===== config.mk =====
export PLATFORM = sky130hd
export DESIGN_NAME = logic_unit_arbiter
export DESIGN_NICKNAME = d
export VERILOG_FILES = /design/src/rtl/logic_unit_arbiter.sv
export SDC_FILE = /design/constraint.sdc
export NUM_CORES = 1
export LEC_CHECK = 0
export BUFFER_PORTS_ARGS = -buffer_cell sky130_fd_sc_hd__clkbuf_2
export CORE_MARGIN = 2
export CORE_UTILIZATION = 45
export CTS_CLUSTER_DIAMETER = 150
export DETAILED_ROUTE_END_ITERATION = 7
export PLACE_DENSITY = 0.82
export RECOVER_POWER = 25
export SYNTH_ARGS = -nofsm -noshare
export SYNTH_HDL_FRONTEND = slang
export SYNTH_SLANG_ARGS = --single-unit

===== constraint.sdc =====
create_clock -name iClk -period 3.74 [get_ports iClk]
set_input_delay 0.374 -clock iClk [delete_from_list [all_inputs] [get_ports iClk]]
set_output_delay 0.374 -clock iClk [all_outputs]
set_load 0.03 [all_outputs]

===== src/rtl/logic_unit_arbiter.sv =====
// Two-requester front end for the shared 16-bit logic unit: round-robin grant,
// IDLE/EXEC/RESP sequencing and a registered valid/ready response port.
module logic_unit_arbiter #(
   parameter int WIDTH = 16
) (
   input  logic             iClk,
   input  logic             iRst_n,
   input  logic             iReqValid0,
   input  logic             iReqValid1,
   input  logic [WIDTH-1:0] iReqA0,
   input  logic [WIDTH-1:0] iReqA1,
   input  logic [WIDTH-1:0] iReqB0,
   input  logic [WIDTH-1:0] iReqB1,
   input  logic [2:0]       iReqOp0,
   input  logic [2:0]       iReqOp1,
   output logic             oReqReady0,
   output logic             oReqReady1,
   output logic             oRespValid,
   input  logic             iRespReady,
   output logic [WIDTH-1:0] oRespData,
   output logic             oRespZero,
   output logic             oRespErr,
   output logic             oRespId,
   output logic             oBusy
);

   typedef enum logic [1:0] {IDLE, EXEC, RESP} state_t;

   state_t           state_q, state_d;
   logic             last_q, last_d;
   logic             gnt0, gnt1;
   logic [WIDTH-1:0] a_q, b_q;
   logic [2:0]       op_q;
   logic             id_q;
   logic [WIDTH-1:0] data_q;
   logic             zero_q, err_q, respid_q;
   logic [WIDTH-1:0] result;

   function automatic logic [WIDTH-1:0] lu_eval(input logic [WIDTH-1:0] a,
                                                input logic [WIDTH-1:0] b,
                                                input logic [2:0]       op);
      logic [WIDTH-1:0] r;
      case (op)
         3'd0:    r = ~a;
         3'd1:    r = ~b;
         3'd2:    r = a | b;
         3'd3:    r = a & b;
         3'd4:    r = a ^ b;
         default: r = '0;
      endcase
      return r;
   endfunction

   function automatic logic op_illegal(input logic [2:0] op);
      return (op > 3'd4);
   endfunction

   // On a tie the requester that was not granted last wins.
   assign gnt1   = iReqValid1 & (~iReqValid0 | ~last_q);
   assign gnt0   = iReqValid0 & ~gnt1;
   assign result = lu_eval(a_q, b_q, op_q);

   always_comb begin
      state_d    = state_q;
      last_d     = last_q;
      oReqReady0 = 1'b0;
      oReqReady1 = 1'b0;
      case (state_q)
         IDLE: begin
            oReqReady0 = gnt0;
            oReqReady1 = gnt1;
            if (gnt0 | gnt1) begin
               state_d = EXEC;
               last_d  = gnt1;
            end
         end
         EXEC:    state_d = RESP;
         RESP:    if (iRespReady) state_d = IDLE;
         default: state_d = IDLE;
      endcase
   end

   always_ff @(posedge iClk) begin
      if (!iRst_n) begin
         state_q <= IDLE;
         last_q  <= 1'b1;
      end else begin
         state_q <= state_d;
         last_q  <= last_d;
      end
   end

   always_ff @(posedge iClk) begin
      if (state_q == IDLE && (gnt0 | gnt1)) begin
         a_q  <= gnt1 ? iReqA1  : iReqA0;
         b_q  <= gnt1 ? iReqB1  : iReqB0;
         op_q <= gnt1 ? iReqOp1 : iReqOp0;
         id_q <= gnt1;
      end
   end

   // Response registers are cleared so the port reads as all-zero after reset.
   always_ff @(posedge iClk) begin
      if (!iRst_n) begin
         data_q   <= '0;
         zero_q   <= 1'b0;
         err_q    <= 1'b0;
         respid_q <= 1'b0;
      end else if (state_q == EXEC) begin
         data_q   <= result;
         zero_q   <= (result == '0);
         err_q    <= op_illegal(op_q);
         respid_q <= id_q;
      end
   end

   assign oRespValid = (state_q == RESP);
   assign oBusy      = (state_q != IDLE);
   assign oRespData  = data_q;
   assign oRespZero  = zero_q;
   assign oRespErr   = err_q;
   assign oRespId    = respid_q;

endmodule


# Word-level counts from Yosys, hierarchy flattened

Cells that the tools add are included.

Bits in registers: 58
Input port bits: 75
Output and inout port bits: 23
Word-level logic and storage cells: 47

Order comparisons: 1
Equal/unequal tests: 8
Muxes and demuxes: 9
Bitwise logic cells: 12
Reductions and logical operators: 7

Operators by type and width:

| kind               | count |
|---|---|
| $pmux 16 s5        | 1 |
| $mux 16            | 2 |
| $not 16->16        | 2 |
| $and 16x16->16     | 1 |
| $logic_not 16->1   | 1 |
| $or 16x16->16      | 1 |
| $xor 16x16->16     | 1 |
| $eq 3x2->1 const B | 2 |
| $pmux 2 s3         | 1 |
| $mux 2             | 2 |
| $reduce_and 2->1   | 2 |
| $eq 3x1->1 const B | 1 |
| $eq 3x3->1 const B | 1 |
| $gt 3x3->1 const B | 1 |
| $logic_not 3->1    | 1 |
| $mux 3             | 1 |
| $not 1->1          | 3 |
| $and 1x1->1        | 2 |
| $eq 2x1->1 const B | 1 |
| $eq 2x2->1 const B | 1 |
| $logic_not 2->1    | 1 |
| $mux 1             | 2 |
| $ne 2x1->1 const B | 1 |
| $ne 2x2->1 const B | 1 |
| other kinds (3)    | 4 |

# Logic depth before layout (Yosys ltp)

Depth after elaboration: 8
Depth in mapped cells: 9
Depth with buffers taken out: 8

# Least setup slack after synthesis

Ideal clock, no wire load.

Path kind: register to register
From: register state_q[1]
To: register a_q[0] (enable)
Setup time: 0.431 ns
Arrival time: 2.264 ns
Required time: 3.309 ns
Setup slack: 1.045 ns
Stages on the path, launching flop included: 4
Path buffers: 0
Clock period less this slack: 2.695 ns
Cell sequence: dfxtp_1 nor2_1 inv_1 nor2_1

Cells in the longest elaborated chain, start to end: 2

Ends and longest elaborated chain:

| element                | RTL line | RTL |
|---|---|---|
| start, declared        | 29       | `state_t state_q, state_d;` |
| start signal, assigned | 88       | `state_q <= state_d;` |
| $logic_not 2->1        | 94       | `if (state_q == IDLE && (gnt0 \| gnt1)) begin` |
| $logic_and 1x1->1      | 94       |  |
| end signal, assigned   | 95       | `a_q <= gnt1 ? iReqA1 : iReqA0;` |
| end, declared          | 32       | `logic [WIDTH-1:0] a_q, b_q;` |

Every way passes these cells.
A chain may end at the register's enable or synchronous reset.

# Worst setup path after layout

From: register op_q[2]
To: register zero_q, in the netlist oRespZero

Cells in the longest elaborated chain, start to end: 3
Elaborated cells on any way between the ends: 7
Classes of those cells: eq/ne (4); mux (1); reduce/logical (2)

Ends and longest elaborated chain:

| element                                  | RTL line | RTL |
|---|---|---|
| start, declared                          | 33       | `logic [2:0] op_q;` |
| start signal, assigned                   | 97       | `op_q <= gnt1 ? iReqOp1 : iReqOp0;` |
| $eq 3x3->1, or another cell as far along | 43       | `case (op)` |
| $pmux 16 s5 (*)                          | 43       |  |
| $logic_not 16->1 (*)                     | 111      | `zero_q <= (result == '0);` |
| end signal, assigned                     | 111      |  |
| end, declared                            | 36       | `logic zero_q, err_q, respid_q;` |

Mark *: on every way between the ends. The rest lies on a longest branch, timed or not.

==> reports/results.ini <==
[clocking]
cts_max_path_buffers = 2
cts.clk_slew.worst_paths_ps = 60
cts_setup_buffers = 0
ctsHtreeMaxLevel = 3
hold_buffers = 0
numCtsBuffers = 9
clkLatencyLatePin_ps = 330
clock_sinks = 58
root_buffer = clkbuf_8
postCtsResizedCells = 0
cts_tree = built

[synth]
syn_nets = 488
synth_ff_type = edfxtp_1
yosys_warnings = 0
yosys.area.top_type = edfxtp_1
synth_seq_area_share = 0.417
synthCells = 381
yosysTopAreaCellShare = 0.297
ys_types = 37
synth-seq-cells = 58
synthTopCellsByArea = edfxtp_1 (30%), dfxtp_1 (12%), ha_1 (11%), mux2_2 (11%), a21oi_1 (4.7%)
synth_edf_count = 36
synthArstFlopShare = 0
syn_area_per_cell_um2 = 9.57
netlist_area_mm2 = 0.00364

[placed_design]
io_buffers = 97
hpwl_um = 6230
gp_congestion = 0.840

[global_routing]
grt_start_max_net_pins = 38
antenna_found_initial = 0
grt_pass1_wl_um = 13600
grt_pass1_vias = 2858
gr-total-overflow = 0
grt_use_total = 0.199

[critical_path]
crit_chain = nand2b_1 -> nor2_1 -> a21oi_1 -> a41oi_1 -> or3_1 -> o41ai_2
worstSetupPathType = reg2reg
worst_setup_path_end_kind = flip-flop
reg2regPathDepth = 6
worst_ep_arrival_time_ps = 2890
crit_required_ps = 3980
worst_path_dominant_cell_family = simple AND/OR/NAND/NOR gates
max_stage_delay_ps = 850
cp.depth = 6
worst_setup_path_start_kind = flip-flop
slowest_stage = edfxtp_1
crit_fanout = 21
crit_buf_inv = 0

[floorplanning]
fp.dieH_um = 94.0
core_mm2 = 0.00777
initial_utilization = 0.469
num_rows = 32
dieWidth_um = 94.0
fp.dieArea_mm2 = 0.00884
ioPinCount = 98

[job]
drv_cap = 0

[route]
drc = 0
num_vias = 2952
routedWlPerCell_um = 14.6
antenna_left = 0
wl_um = 8450
drt-pass1-iter-count = 5
vias_per_cell = 5.12
drt_iter0_drc = 110

[cells_and_area]
fillers = 707
area_delta_synth_final_pct = 19.2
final_cell_mix = clkbuf_2 (78), nor2_1 (42), inv_1 (42)
mostFrequentLayoutCell = clkbuf_2
final_nets = 577
insertedDiodeCount = 0
drive_gt1_frac = 0.288

[pwr]
power_density_mw_per_mm2 = 429
vdd_ir_drop_max_mv = 0.197
p_leak_nw = 2.03

[timing]
finClkSkew_ps = 3.28
rsz0062_at_grt = false
finalHoldViolCount = 0
finalMaxSlewViolations = 0
finalHoldWorstSlack_ps = 339
tns_ps = 0
tightest_slew_ps = 1030
setup_viol = 0
min_period_over_period = 0.708
post-route-min-period_ps = 2650
fmax_ghz = 0.378
max-slew-margin-rel = 0.315

[hold_path]
holdPathStages = 2
hold_path.class = in2reg

[run_status]
status = finished clean

[worst paths after layout]
path	from	to	slack [ps]
worst max-delay path	op_q[2]$_DFFE_PP_	oRespZero$_SDFFE_PN0N_	1090
worst min register to register	oRespId$_SDFFE_PN0N_	oRespId$_SDFFE_PN0N_	470
worst max register to register	op_q[2]$_DFFE_PP_	oRespZero$_SDFFE_PN0N_	1090
worst min-delay path	iReqA0[4]	a_q[4]$_DFFE_PP_	340
[Yosys cell counts, drive strengths merged (7+ instances only)]
library cell	count
o211a	7
mux2i	8
inv	42
dfxtp	22
edfxtp	36
buf	16
ha	32
o21a	9
nor2	43
o21ai	24
a21oi	34
nor3	14
nand2	21
clkbuf	8
mux2	35
[report_power, final]
| part | total (mW) | switching [mW] | internal (mW) |
|---|---|---|---|
| clock | 0.530 | 0.237 | 0.293 |
| sequential | 0.837 | 0.0681 | 0.769 |
| combinational | 0.494 | 0.297 | 0.198 |
| total | 1.86 | 0.602 | 1.26 |
[final cells by class]
type / instances / area [µm²] / area share
Clock buffer: 14 / 173 / 0.0398
Tap cell: 102 / 128 / 0.0294
Clock inverter: 2 / 10.0 / 0.00230
Inverter: 42 / 158 / 0.0363
Multi-Input combinational cell: 257 / 1850 / 0.427
Sequential cell: 58 / 1520 / 0.350
Timing Repair Buffer: 102 / 499 / 0.115
[cell families after synthesis]
| family | Yosys count | share of synthesized area |
|---|---|---|
| buffers and inverters | 66 | 0.0790 |
| adders and majority gates | 32 | 0.110 |
| DFF | 58 | 0.417 |
| and+or+nand+nor | 97 | 0.118 |
| AOI/OAI and AO/OA | 85 | 0.146 |
| muxes | 43 | 0.130 |
[registers in the layout, summed over array words and instances (netlist names), 2 cells and up]
| name | flops |
|---|---|
| a_q | 16 |
| b_q | 16 |
| oRespData | 16 |
| op_q | 3 |
| state_q | 2 |
[stage by stage]
step	utilization	power (mW)	instances	worst slack, ps	area (µm²)
after floorplan	-	1.19	381	1050	3640
after global placement	0.539	1.34	561	1170	4180
after detailed placement	0.539	1.35	561	1090	4180
after CTS	0.562	1.89	577	1080	4370
after global routing	0.559	1.97	577	789	4340
final	0.559	1.86	577	1090	4340
[metal layers]
layer  up-vias  global-route usage  share of wire  routed length (µm)
met3        12              0.0409          0.051                 427
met4         0              0.0664          0.014                 120
met5         -                   0              0                   0
met2        79               0.321           0.47                3970
li1       1490                   -              -                   -
met1      1371               0.267           0.47                3930
No activity file was read; power rests on OpenSTA's default activity.
